[config.mk]
export PLATFORM = sky130hd
export DESIGN_NAME = ir_decode_lmsm_flat
export DESIGN_NICKNAME = d
export VERILOG_FILES = /design/src/rtl/risc_pkg.sv /design/src/rtl/ir_decode_lmsm_if.sv /design/src/rtl/pri_enc8.sv /design/src/rtl/ir_decode_lmsm.sv /design/src/flat_wrapper.sv
export SDC_FILE = /design/constraint.sdc
export NUM_CORES = 1
export LEC_CHECK = 0
export ABC_AREA = 1
export BUFFER_PORTS_ARGS = -buffer_cell sky130_fd_sc_hd__buf_2
export CAP_MARGIN = 20
export CORE_ASPECT_RATIO = 1.4
export CORE_MARGIN = 3
export CORE_UTILIZATION = 35
export DETAILED_ROUTE_END_ITERATION = 8
export SLEW_MARGIN = 20
export SYNTH_ARGS = -nofsm -noshare
export SYNTH_HDL_FRONTEND = slang
export SYNTH_SLANG_ARGS = --single-unit
[constraint.sdc]
create_clock -name clk -period 1.8 [get_ports clk]
set_input_delay 0.09 -clock clk [delete_from_list [all_inputs] [get_ports clk]]
set_output_delay 0.09 -clock clk [all_outputs]
set_load 0.005 [all_outputs]
[src/rtl/risc_pkg.sv]
// Shared ISA constants for the 16-bit multicycle RISC core:
// opcodes, instruction field positions and the LM/SM sequencer states.
package risc_pkg;

  localparam logic [3:0] OP_ADD = 4'd0;
  localparam logic [3:0] OP_ADI = 4'd1;
  localparam logic [3:0] OP_NDU = 4'd2;
  localparam logic [3:0] OP_LHI = 4'd3;
  localparam logic [3:0] OP_LW  = 4'd4;
  localparam logic [3:0] OP_SW  = 4'd5;
  localparam logic [3:0] OP_LM  = 4'd6;
  localparam logic [3:0] OP_SM  = 4'd7;
  localparam logic [3:0] OP_JAL = 4'd8;
  localparam logic [3:0] OP_JLR = 4'd9;
  localparam logic [3:0] OP_BEQ = 4'd12;

  localparam int OPC_HI = 15;
  localparam int OPC_LO = 12;
  localparam int RA_HI  = 11;
  localparam int RA_LO  = 9;
  localparam int RB_HI  = 8;
  localparam int RB_LO  = 6;
  localparam int RC_HI  = 5;
  localparam int RC_LO  = 3;
  localparam int CZ_HI  = 1;
  localparam int CZ_LO  = 0;

  typedef enum logic [1:0] {
    LS_IDLE = 2'd0,
    LS_SCAN = 2'd1,
    LS_DONE = 2'd2
  } lmsm_state_t;

  function automatic logic op_illegal(
    input logic [3:0] op
  );
    logic ill;
    ill = 1'b0;
    case (op)
      4'd10, 4'd11, 4'd13,
      4'd14, 4'd15: ill = 1'b1;
      default:      ill = 1'b0;
    endcase
    return ill;
  endfunction

endpackage

[src/rtl/ir_decode_lmsm_if.sv]
// LM/SM register-list handshake between the controller
// (master) and the decode stage sequencer (slave).
interface ir_decode_lmsm_if;

  logic       lmsm_start;
  logic       lmsm_step;
  logic [2:0] lmsm_reg;
  logic       lmsm_valid;
  logic [3:0] lmsm_count;
  logic       lmsm_done;

  modport master (
    output lmsm_start,
    output lmsm_step,
    input  lmsm_reg,
    input  lmsm_valid,
    input  lmsm_count,
    input  lmsm_done
  );

  modport slave (
    input  lmsm_start,
    input  lmsm_step,
    output lmsm_reg,
    output lmsm_valid,
    output lmsm_count,
    output lmsm_done
  );

endinterface

[src/rtl/pri_enc8.sv]
// Lowest-set-bit encoder: 8-bit vector in,
// index of the lowest set bit plus any-set flag out.
module pri_enc8 (
  input  logic [7:0] vec_i,
  output logic [2:0] idx_o,
  output logic       any_o
);

  always_comb begin
    idx_o = 3'd0;
    any_o = |vec_i;
    for (int i = 7; i >= 0; i--) begin
      if (vec_i[i]) idx_o = i[2:0];
    end
  end

endmodule

[src/rtl/ir_decode_lmsm.sv]
// Instruction register, field/immediate decode and the
// LM/SM register-list sequencer of the multicycle core.
module ir_decode_lmsm
  import risc_pkg::*;
(
  input  logic              clk,
  input  logic              proc_rst,
  input  logic [15:0]       mem_data,
  input  logic              ir_load,
  output logic [15:0]       IR,
  output logic [3:0]        opcode,
  output logic [2:0]        ra,
  output logic [2:0]        rb,
  output logic [2:0]        rc,
  output logic [1:0]        cz,
  output logic [15:0]       se6,
  output logic [15:0]       se9,
  output logic [15:0]       lhi_val,
  output logic              illegal,
  ir_decode_lmsm_if.slave   lmsm
);

  logic [15:0] ir_q;
  logic [7:0]  mask_q, mask_d;
  logic [3:0]  count_q;
  logic [2:0]  reg_q;
  logic        valid_q;
  logic        done_q;
  lmsm_state_t state_q;
  logic [2:0]  enc_idx;
  logic        enc_any;
  logic        is_lmsm;
  logic        accept;
  logic        advance;

  always_ff @(posedge clk) begin
    if (proc_rst) begin
      ir_q <= 16'h0000;
    end else if (ir_load) begin
      ir_q <= mem_data;
    end
  end

  assign IR      = ir_q;
  assign opcode  = ir_q[OPC_HI:OPC_LO];
  assign ra      = ir_q[RA_HI:RA_LO];
  assign rb      = ir_q[RB_HI:RB_LO];
  assign rc      = ir_q[RC_HI:RC_LO];
  assign cz      = ir_q[CZ_HI:CZ_LO];
  assign se6     = {{10{ir_q[5]}}, ir_q[5:0]};
  assign se9     = {{7{ir_q[8]}}, ir_q[8:0]};
  assign lhi_val = {ir_q[8:0], 7'b0};
  assign illegal = op_illegal(opcode);

  assign is_lmsm = (opcode == OP_LM) ||
                   (opcode == OP_SM);
  assign accept  = (state_q == LS_IDLE) &&
                   lmsm.lmsm_start && is_lmsm;
  assign advance = (state_q == LS_SCAN) &&
                   lmsm.lmsm_step;

  // m & (m-1) drops the lowest set bit,
  // i.e. the register being handed out now
  always_comb begin
    mask_d = mask_q;
    unique case (1'b1)
      accept:  mask_d = ir_q[7:0];
      advance: mask_d = mask_q & (mask_q - 8'd1);
      default: mask_d = mask_q;
    endcase
  end

  pri_enc8 u_enc (
    .vec_i (mask_d),
    .idx_o (enc_idx),
    .any_o (enc_any)
  );

  always_ff @(posedge clk) begin
    if (proc_rst) begin
      state_q <= LS_IDLE;
      mask_q  <= 8'h00;
      count_q <= 4'd0;
      reg_q   <= 3'd0;
      valid_q <= 1'b0;
      done_q  <= 1'b0;
    end else begin
      mask_q <= mask_d;
      reg_q  <= enc_idx;
      done_q <= 1'b0;
      case (state_q)
        LS_IDLE: begin
          if (accept) begin
            count_q <= 4'd0;
            valid_q <= enc_any;
            done_q  <= ~enc_any;
            state_q <= enc_any ? LS_SCAN : LS_DONE;
          end
        end
        LS_SCAN: begin
          if (advance) begin
            count_q <= count_q + 4'd1;
            if (!enc_any) begin
              valid_q <= 1'b0;
              done_q  <= 1'b1;
              state_q <= LS_DONE;
            end
          end
        end
        LS_DONE: begin
          valid_q <= 1'b0;
          state_q <= LS_IDLE;
        end
        default: begin
          valid_q <= 1'b0;
          state_q <= LS_IDLE;
        end
      endcase
    end
  end

  assign lmsm.lmsm_reg   = reg_q;
  assign lmsm.lmsm_valid = valid_q;
  assign lmsm.lmsm_count = count_q;
  assign lmsm.lmsm_done  = done_q;

endmodule

[src/flat_wrapper.sv]
// flat-port wrapper written by rule: the top's interface ports become plain ports
module ir_decode_lmsm_flat import risc_pkg::*;
  (clk, proc_rst, mem_data, ir_load, IR, opcode, ra, rb, rc, cz, se6, se9, lhi_val, illegal, lmsm_lmsm_start, lmsm_lmsm_step, lmsm_lmsm_reg, lmsm_lmsm_valid, lmsm_lmsm_count, lmsm_lmsm_done);
  ir_decode_lmsm_if lmsm_i ();
  input  logic clk;
  input  logic proc_rst;
  input  logic [15:0] mem_data;
  input  logic ir_load;
  output logic [15:0] IR;
  output logic [3:0] opcode;
  output logic [2:0] ra;
  output logic [2:0] rb;
  output logic [2:0] rc;
  output logic [1:0] cz;
  output logic [15:0] se6;
  output logic [15:0] se9;
  output logic [15:0] lhi_val;
  output logic illegal;
  input wire logic [$bits(lmsm_i.lmsm_start)-1:0] lmsm_lmsm_start;
  input wire logic [$bits(lmsm_i.lmsm_step)-1:0] lmsm_lmsm_step;
  output wire logic [$bits(lmsm_i.lmsm_reg)-1:0] lmsm_lmsm_reg;
  output wire logic [$bits(lmsm_i.lmsm_valid)-1:0] lmsm_lmsm_valid;
  output wire logic [$bits(lmsm_i.lmsm_count)-1:0] lmsm_lmsm_count;
  output wire logic [$bits(lmsm_i.lmsm_done)-1:0] lmsm_lmsm_done;
  assign lmsm_i.lmsm_start = lmsm_lmsm_start;
  assign lmsm_i.lmsm_step = lmsm_lmsm_step;
  assign lmsm_lmsm_reg = lmsm_i.lmsm_reg;
  assign lmsm_lmsm_valid = lmsm_i.lmsm_valid;
  assign lmsm_lmsm_count = lmsm_i.lmsm_count;
  assign lmsm_lmsm_done = lmsm_i.lmsm_done;
  ir_decode_lmsm u_core (.clk(clk), .proc_rst(proc_rst), .mem_data(mem_data), .ir_load(ir_load), .IR(IR), .opcode(opcode), .ra(ra), .rb(rb), .rc(rc), .cz(cz), .se6(se6), .se9(se9), .lhi_val(lhi_val), .illegal(illegal), .lmsm(lmsm_i));
endmodule
Word-level counts from Yosys, hierarchy flattened:

Cells that the tools add are included.

* multiplexer cells: 25
* equality and inequality tests: 11
* bitwise gates (word level): 2
* add/subtract/negate cells: 2
* reduce and logical (&&, ||, !) cells: 13

Operators with widths (count)
* 4-bit equality test (second input constant): 5
* 8-bit one-hot mux with 2 select lines: 1
* 2-bit 2-to-1 mux: 6
* 3-bit 2-to-1 mux: 4
* 5-bit OR reduction: 2
* 8-bit bitwise AND: 1
* 4-bit by 3-bit equality test with 1-bit output (second input constant): 2
* 1-bit 2-to-1 mux: 8
* 4-bit 2-to-1 mux: 2
* 4-bit one-hot mux with 2 select lines: 1
* 8-bit OR reduction: 1
* 8-bit by 1-bit subtractor with 8-bit output (second input constant): 1
* 3-bit AND reduction: 2
* 4-bit by 1-bit adder with 4-bit output (second input constant): 1
* 2-bit by 1-bit inequality test with 1-bit output (second input constant): 2
* 1-bit one-hot mux with 2 select lines: 2
* 2-bit one-hot mux with 2 select lines: 1
* 1-bit logical AND: 3
* 3-bit OR reduction: 1
* 2-bit by 1-bit equality test with 1-bit output (second input constant): 1
* 2-bit zero test: 1
* 2-bit inequality test (second input constant): 1
* 2-bit nonzero test: 1
* 2-bit OR reduction: 1
* 2 further kinds: 2

* register bits after elaboration: 35
* output and inout port bits: 89
* word-level logic and storage cells: 62
* input bits: 21

Depth between registers and ports, before layout:

Gate-level depths: netlist of the first run.

* word-level depth: 11
* mapped depth: 12
* mapped depth without buffers: 12

Cells and area by module:

From an unflattened synthesis of the first run, not the netlist that was laid out.

* cell total of the unflattened synthesis: 291
* area, all modules: 2075.7 µm²

By module, submodules not included
* ir_decode_lmsm: seq. area each 700.7 µm², area each 1976.9 µm², times used 1, cells an instance 269
* pri_enc8: seq. area each 0.0 µm², area each 98.8 µm², times used 1, cells an instance 22

Worst setup path after synthesis of the first run:

No wires, ideal clock.

* kind: reg2reg
* from: register u_core.state_q[0]
* to: register u_core.state_q[0]
* arrival: 1.398 ns
* stages on the path, launching flop included: 12
* required time: 1.668 ns
* setup time: 0.132 ns
* buffers on the path: 1
* path slack: 0.270 ns
* cell sequence: dfxtp_1 -> nor2_4 -> nand3_4 -> buf_6 -> nand3_2 -> nand3_4 -> nor2_8 -> nand2_4 -> o21bai_2 -> nand2_1 -> nand2_1 -> a21oi_1

* longest elaborated chain between the ends: 8

Ends and longest elaborated chain
* from (decl): line ir_decode_lmsm.sv:29 `lmsm_state_t state_q;`
* from (signal assigned): line ir_decode_lmsm.sv:97 `state_q <= enc_any ? LS_SCAN : LS_DONE;`
* 2-bit zero test: line ir_decode_lmsm.sv:57, ir_decode_lmsm.sv:91
* 1-bit logical AND: line ir_decode_lmsm.sv:57 `assign accept = (state_q == LS_IDLE) &&`
* 1-bit logical AND: line ir_decode_lmsm.sv:58 `lmsm.lmsm_start && is_lmsm;`
* 8-bit one-hot mux with 2 select lines: line ir_decode_lmsm.sv:66 `unique case (1'b1)`
* 8-bit OR reduction: line pri_enc8.sv:11 `any_o = |vec_i;`
* 2-bit 2-to-1 mux: line ir_decode_lmsm.sv:97
* 2-bit 2-to-1 mux: line ir_decode_lmsm.sv:93 `if (accept) begin`
* 2-bit one-hot mux with 2 select lines: line ir_decode_lmsm.sv:91 `case (state_q)`

Parallel ways exist; a longest one is shown, timed or not. The select of a mux whose other input is x is not followed.
A chain may end at the register's enable or synchronous reset.

Final worst setup path of the first run:

* from: register u_core.state_q[0]
* to: register u_core.valid_q (netlist: u_core.lmsm.lmsm_valid)

* longest elaborated chain between the ends: 7

Ends and longest elaborated chain
* 2-bit zero test: line ir_decode_lmsm.sv:57, ir_decode_lmsm.sv:91
* 1-bit logical AND: line ir_decode_lmsm.sv:57
* 1-bit logical AND: line ir_decode_lmsm.sv:58
* 8-bit one-hot mux with 2 select lines: line ir_decode_lmsm.sv:66
* 8-bit OR reduction: line pri_enc8.sv:11
* 1-bit 2-to-1 mux or 2-bit inequality test (tied branches)
* 1-bit one-hot mux with 2 select lines or 3-bit AND reduction (tied branches)
* to (signal assigned): line ir_decode_lmsm.sv:95 `valid_q <= enc_any;`
* to (decl): line ir_decode_lmsm.sv:27 `logic valid_q;`

Parallel ways exist; a longest one is shown, timed or not. The select of a mux whose other input is x is not followed.

==> results of run 1 <==
[kinds of logic (layout without fill, tap and decap cells)]
family / after synthesis / after routing / synth area share (%)
AOI/OAI and AO/OA: 34 / 34 / 8.66
adders and majority gates: 1 / 1 / 0.581
other: 1 / 7 / 0.174
buffers and inverters: 94 / 139 / 27.7
DFF: 35 / 35 / 32.5
and+or+nand+nor: 116 / 116 / 30.3
[metal layers]
layer | share of wire (%) | vias up
met5 | 0 | -
met4 | 1.2 | 0
li1 | - | 927
met1 | 41 | 784
met3 | 8.5 | 5
met2 | 50 | 81
[area by class of cell]
cell class	instances	share of cell area, %
Clock inverter	1	0.208
Sequential cell	35	29.2
Tap cell	70	3.65
Inverter	25	3.91
Timing Repair Buffer	107	22.8
Clock buffer	6	3.44
Multi-Input combinational cell	158	36.8
[power by group]
group	internal (mW)	total (mW)	switching (mW)
registers	0.803	0.835	0.0323
clock network	0.300	0.570	0.270
logic	0.117	0.243	0.126
total	1.22	1.65	0.428
[worst max-delay path by stage]
stage / endpoint / slack [ps] / depth (start not counted)
4_1_cts: u_core.lmsm.lmsm_reg[0] / 120 / 11
5_1_grt: u_core.lmsm.lmsm_valid / 1 / 11
3_5_place_dp: u_core.lmsm.lmsm_valid / 140 / 10
6_report: u_core.lmsm.lmsm_valid / 140 / 10
2_1_floorplan: u_core.state_q[0] / 270 / 11
3_3_place_gp: u_core.lmsm.lmsm_reg[0] / 150 / 11
[per-stage QoR]
| stage | util, % | hold slack, ps | std cells | area (sq um) | power (mW) |
|---|---|---|---|---|---|
| after floorplan | - | 225 | 287 | 2180 | 1.07 |
| after global placement | 39.1 | 313 | 395 | 2310 | 1.10 |
| after detailed placement | 39.1 | 318 | 395 | 2310 | 1.10 |
| after CTS | 40.6 | 19.7 | 402 | 2400 | 1.68 |
| after global routing | 40.7 | 38.8 | 402 | 2400 | 1.74 |
| final | 40.7 | 24.0 | 402 | 2400 | 1.65 |
[critical path, stage by stage (launching register included)]
cell      delay [ps]
dfxtp_1          350
nor2_4           180
nand3_4          190
nand3_1          130
nand3_2          130
nor2_8           160
nand2_4           70
o21bai_2         130
nand2_1           80
nand2_1           60
a21oi_1           50
[layout by cell type (no fill, tap or decap), drive strengths merged]
| cell | n |
|---|---|
| nand3b | 1 |
| inv | 24 |
| a21boi | 1 |
| conb | 7 |
| nor4 | 2 |
| nor2 | 49 |
| nand3 | 32 |
| a22oi | 1 |
| a21oi | 11 |
| o21bai | 3 |
| nand4 | 1 |
| nand2 | 27 |
| and3 | 2 |
| dfxtp | 35 |
| nor3 | 2 |
| ha | 1 |
| clkinv | 2 |
| buf | 107 |
| clkbuf | 6 |
| o21ai | 18 |
==> results.ini, run 1 <==
[logic_synthesis]
ys_ff_latch = 35
synthCells = 281
synthDominantCellAreaShare_pct = 32.5
yosysTopAreaCell = dfxtp_1
ys_top_cells_by_area = dfxtp_1 33%, buf_4 22%, nor2_1 7.1%, nand3_2 4.6%, nand3_1 4.4%
seq_area_frac_synth_pct = 32.5
ys_warn_count = 0
synth_common_cells = 63 x buf_4, 41 x nor2_1, 35 x dfxtp_1, 22 x inv_1, 22 x nand2_1
synth_area_per_cell_sq_um = 7.66
yosysMostFrequentCell = buf_4
synthArstFlopShare_pct = 0
synth_ff_type = dfxtp_1
synth_edf_count = 0
ys_types = 30
synth_area_sq_um = 2150

[power_and_ir_drop]
vdd_drop_max_v = 0.000285
power.leakage_nw = 1.35
powerDensity_nw_per_um2 = 686

[place]
portBuffers = 102
dp_hpwl_microns = 3660
dp_slack_ps = 139
gp_congestion = 0.782

[flow_run]
drv_cap = 0

[run_status]
outcome = finished, final reports clean

[worst_setup_path]
rr_worst_depth = 10
timing.rr.end = u_core.lmsm.lmsm_valid
timing.rr.start = u_core.state_q[0]
crit_start = u_core.state_q[0]
startpoint_type = register
path_class = register to register
reg2reg_setup_slack_ps = 140
critPathCaptureType = register
cp_data_arrival_time_ps = 1830
crit_required_ps = 1970
cp_max_fo = 12

[clocking]
clockRootBuffer = clkbuf_8
clk_latency_ps = 280
clock_sinks = 35
cts_buffers = 5
cts_max_level = 2
cts_buffer_depth = 2
cts_tree = done
clkTransAtPathRegs_ps = 70
post_cts_resized = 0
postCtsSetupBuffers = 0
hold_buffers = 0

[grt]
antenna_found_initial = 0
busiest_layer = met2
grt_max_degree = 19
met2_usage_pct = 22.8
grt_use_total_pct = 12.8
grt_pass1_vias = 1550
gr-usage-met1_pct = 14.8
use_met3_pct = 2.65
grt_pass1_wl_microns = 7310
overflow = 0

[timing]
finalCritPeriodShare_pct = 92.3
clock.fmax_ghz = 0.602
hold_viol_final = 0
slew_violations = 0
setup_viol = 0
rsz0062_at_grt = false
final.min_clock_period_ps = 1660
setup_tns_ps = 0
layout_setup_ws_ps = 139
clock_skew_ps = 7.81

[worst_hold_path]
hold_path_class = input port to register
min_delay_path_depth = 3
min_delay_worst_endpoint = u_core.IR[3]
hp-start = mem_data[3]

[floorplan]
dieArea_sq_um = 7140
core_area_sq_um = 5900
start_util_pct = 36.5
die_x_microns = 72.3
ios = 110
rows = 33
die_height_microns = 98.8

[routing]
viasPerCell = 4.47
first_pass_iters = 4
antenna_left = 0
vias = 1797
remaining_drc_errors = 0
drtIter0Drc = 93
drt-total-wl_microns = 4640
post_drt_wl_per_cell_microns = 11.5

[finish]
area_delta_synth_final_pct = 11.6
fill_cells = 619
drive_gt1_share_pct = 43.4
multi_input_area_sq_um = 883
seqCellArea_sq_um = 702
largest_reg_flops = 16
nets = 354
n_antenna_cell = 0

Note: power is estimated with default switching activity, not from simulation.
==> run 2, diff against run 1 <==
--- a/config.mk
+++ b/config.mk
@@ -12,6 +12,8 @@
 export CORE_MARGIN = 3
 export CORE_UTILIZATION = 35
 export DETAILED_ROUTE_END_ITERATION = 8
+export PLACE_DENSITY_LB_ADDON = 0.08
+export RECOVER_POWER = 100
 export SLEW_MARGIN = 20
 export SYNTH_ARGS = -nofsm -noshare
 export SYNTH_HDL_FRONTEND = slang
==> run 2 against run 1 <==
Against the previous run: worst setup slack improved by 30 ps; clock-buffer cell count decreased by 1; sequential power about the same; fmax increased by 1.8%; clock power increased by 51%; critical path depth increased by 1; register-to-register slack improved by 30 ps; final cell count increased by 0.50%; critical path type unchanged; highest routed layer unchanged.
==> results.ini, run 2 (synthesis results as in run 1) <==
[run_status]
outcome = finished, final reports clean

[worst_setup_path]
crit_start = u_core.IR[14]
rr_worst_depth = 11
critical_path.max_stage_delay_ps = 370
timing.rr.end = u_core.lmsm.lmsm_valid
worst_path_max_delay_cell = dfxtp_2
critical_path.most_common_cell = nand2_1
critPathCaptureType = register
path_depth = 11
cp_data_arrival_time_ps = 1800
path_class = register to register
cp_top_family = simple AND/OR/NAND/NOR gates
reg2reg_setup_slack_ps = 170
crit_buf_inv = 1
crit_required_ps = 1970
cp_max_fo = 6
timing.rr.start = u_core.IR[14]
critPathCapture = u_core.lmsm.lmsm_valid
crit_path_cell_trace = inv_1 > nor2_4 > nand3_4 > nand3_1 > nand3_2 > nor2_8 > nand2_4 > o21bai_2 > nand2_1 > nand2_1 > a21oi_1
startpoint_type = register

[clocking]
cts_buffer_depth = 2
postCtsSetupBuffers = 0
cts_tree = done
cts_buffers = 5
clkTransAtPathRegs_ps = 80
clk_latency_ps = 290
clockRootBuffer = clkbuf_8
cts_max_level = 2
clock_sinks = 35
post_cts_resized = 0
hold_buffers = 0

[finish]
final_cell_mix = 76 x buf_2, 41 x nor2_1, 34 x dfxtp_1
n_antenna_cell = 0
largest_reg_flops = 16
drive_gt1_share_pct = 37.1
nets = 355
final_common_cell = buf_2
area_delta_synth_final_pct = 12.7
fill_cells = 661

[grt]
antenna_found_initial = 0
grt_pass1_wl_microns = 7560
overflow = 0
grt_pass1_vias = 1570
grt_max_degree = 19
grt_use_total_pct = 13.5

[power_and_ir_drop]
internal_power_mw = 1.46
vdd_drop_max_v = 0.000437
powerDensity_nw_per_um2 = 797
power.leakage_nw = 1.28
finalPower_mw = 1.93
seqPwrFrac_pct = 43.1
clkPwrFrac_pct = 44.3
combPwrFrac_pct = 12.6
switching_share_pct = 24.3
power_switching_mw = 0.470

[floorplan]
die_height_microns = 98.8
start_util_pct = 36.5
rows = 33
die_x_microns = 72.3
dieArea_sq_um = 7140
ios = 110
core_area_sq_um = 5900

[place]
gp_congestion = 0.795
dp_hpwl_microns = 3720
portBuffers = 102
dp_slack_ps = 88.5

[routing]
viasPerCell = 4.52
remaining_drc_errors = 0
first_pass_iters = 4
drtIter0Drc = 56
vias = 1828
drt-total-wl_microns = 4930
post_drt_wl_per_cell_microns = 12.2
antenna_left = 0

[timing]
clock_skew_ps = 4.83
slew_headroom_pct = 57.1
hold_viol_final = 0
layout_setup_ws_ps = 169
slew_violations = 0
setup_tns_ps = 0
setup_viol = 0
finalCritPeriodShare_pct = 90.6
tightest_slew_ps = 643
rsz0062_at_grt = false
hold_ws_ps = 17.3
clock.fmax_ghz = 0.613
final.min_clock_period_ps = 1630

[worst_hold_path]
hold_path_class = input port to register

[flow_run]
drv_cap = 0

==> run 2: changes by cell type in the layout (fill, tap and decap cells not counted), sizes merged <==
cell      delta
buf         -28
clkbuf      +27
bufinv       +2
clkinv       -1
clkinvlp     +1
nand3        +1
==> run 2: through the flow <==
stage               instance area [sq um]  util (%)  cells
global placement                     2310      39.1    395
finish                               2430      41.1    404
floorplan                            2180         -    287
global route                         2430      41.1    404
CTS                                  2440      41.4    403
detailed placement                   2310      39.1    395
==> run 2: power groups by stage <==
stage	Sequential, mW	Combinational [mW]	Clock (mW)
global placement	0.850	0.251	0
CTS	0.834	0.250	0.876
global route	0.840	0.273	0.922
detailed placement	0.852	0.250	0
floorplan	0.856	0.215	0
finish	0.834	0.243	0.858
==> run 2: worst reg2reg max path: stages, from the launching register on <==
cell and delay, ps:
dfxtp_2 370, inv_1 80, nor2_4 140, nand3_4 160, nand3_1 120, nand3_2 120
nor2_8 150, nand2_4 60, o21bai_2 120, nand2_1 80, nand2_1 60, a21oi_1 50
==> run 2: worst min-delay path by stage <==
stage	start	endpoint	slack, ps	cells past startpoint
after floorplan	mem_data[6]	u_core.IR[6]	220	2
after global placement	mem_data[1]	u_core.IR[1]	310	3
after detailed placement	mem_data[5]	u_core.IR[5]	320	3
after CTS	mem_data[8]	u_core.IR[8]	10	3
after global routing	mem_data[10]	u_core.IR[10]	30	3
final	mem_data[8]	u_core.IR[8]	20	3
==> run 2: metal layers <==
metal,global-route usage (%),wire (microns),up-vias
met4,4.92,68,0
met2,23.2,2400,77
li1,-,-,934
met1,15.8,2050,810
met3,3.47,407,7
met5,0,0,-
==> run 2: area by class of cell <==
cell class                 count  area (sq um)  share of cell area [%]
clock buffer                   5          68.8                    2.84
multi-input combinational    159           893                    36.8
tap                           70          87.6                    3.61
timing repair buffer         107           513                    21.1
clock inverter                 3          67.6                    2.78
inverter                      25          93.8                    3.87
sequential                    35           702                    28.9
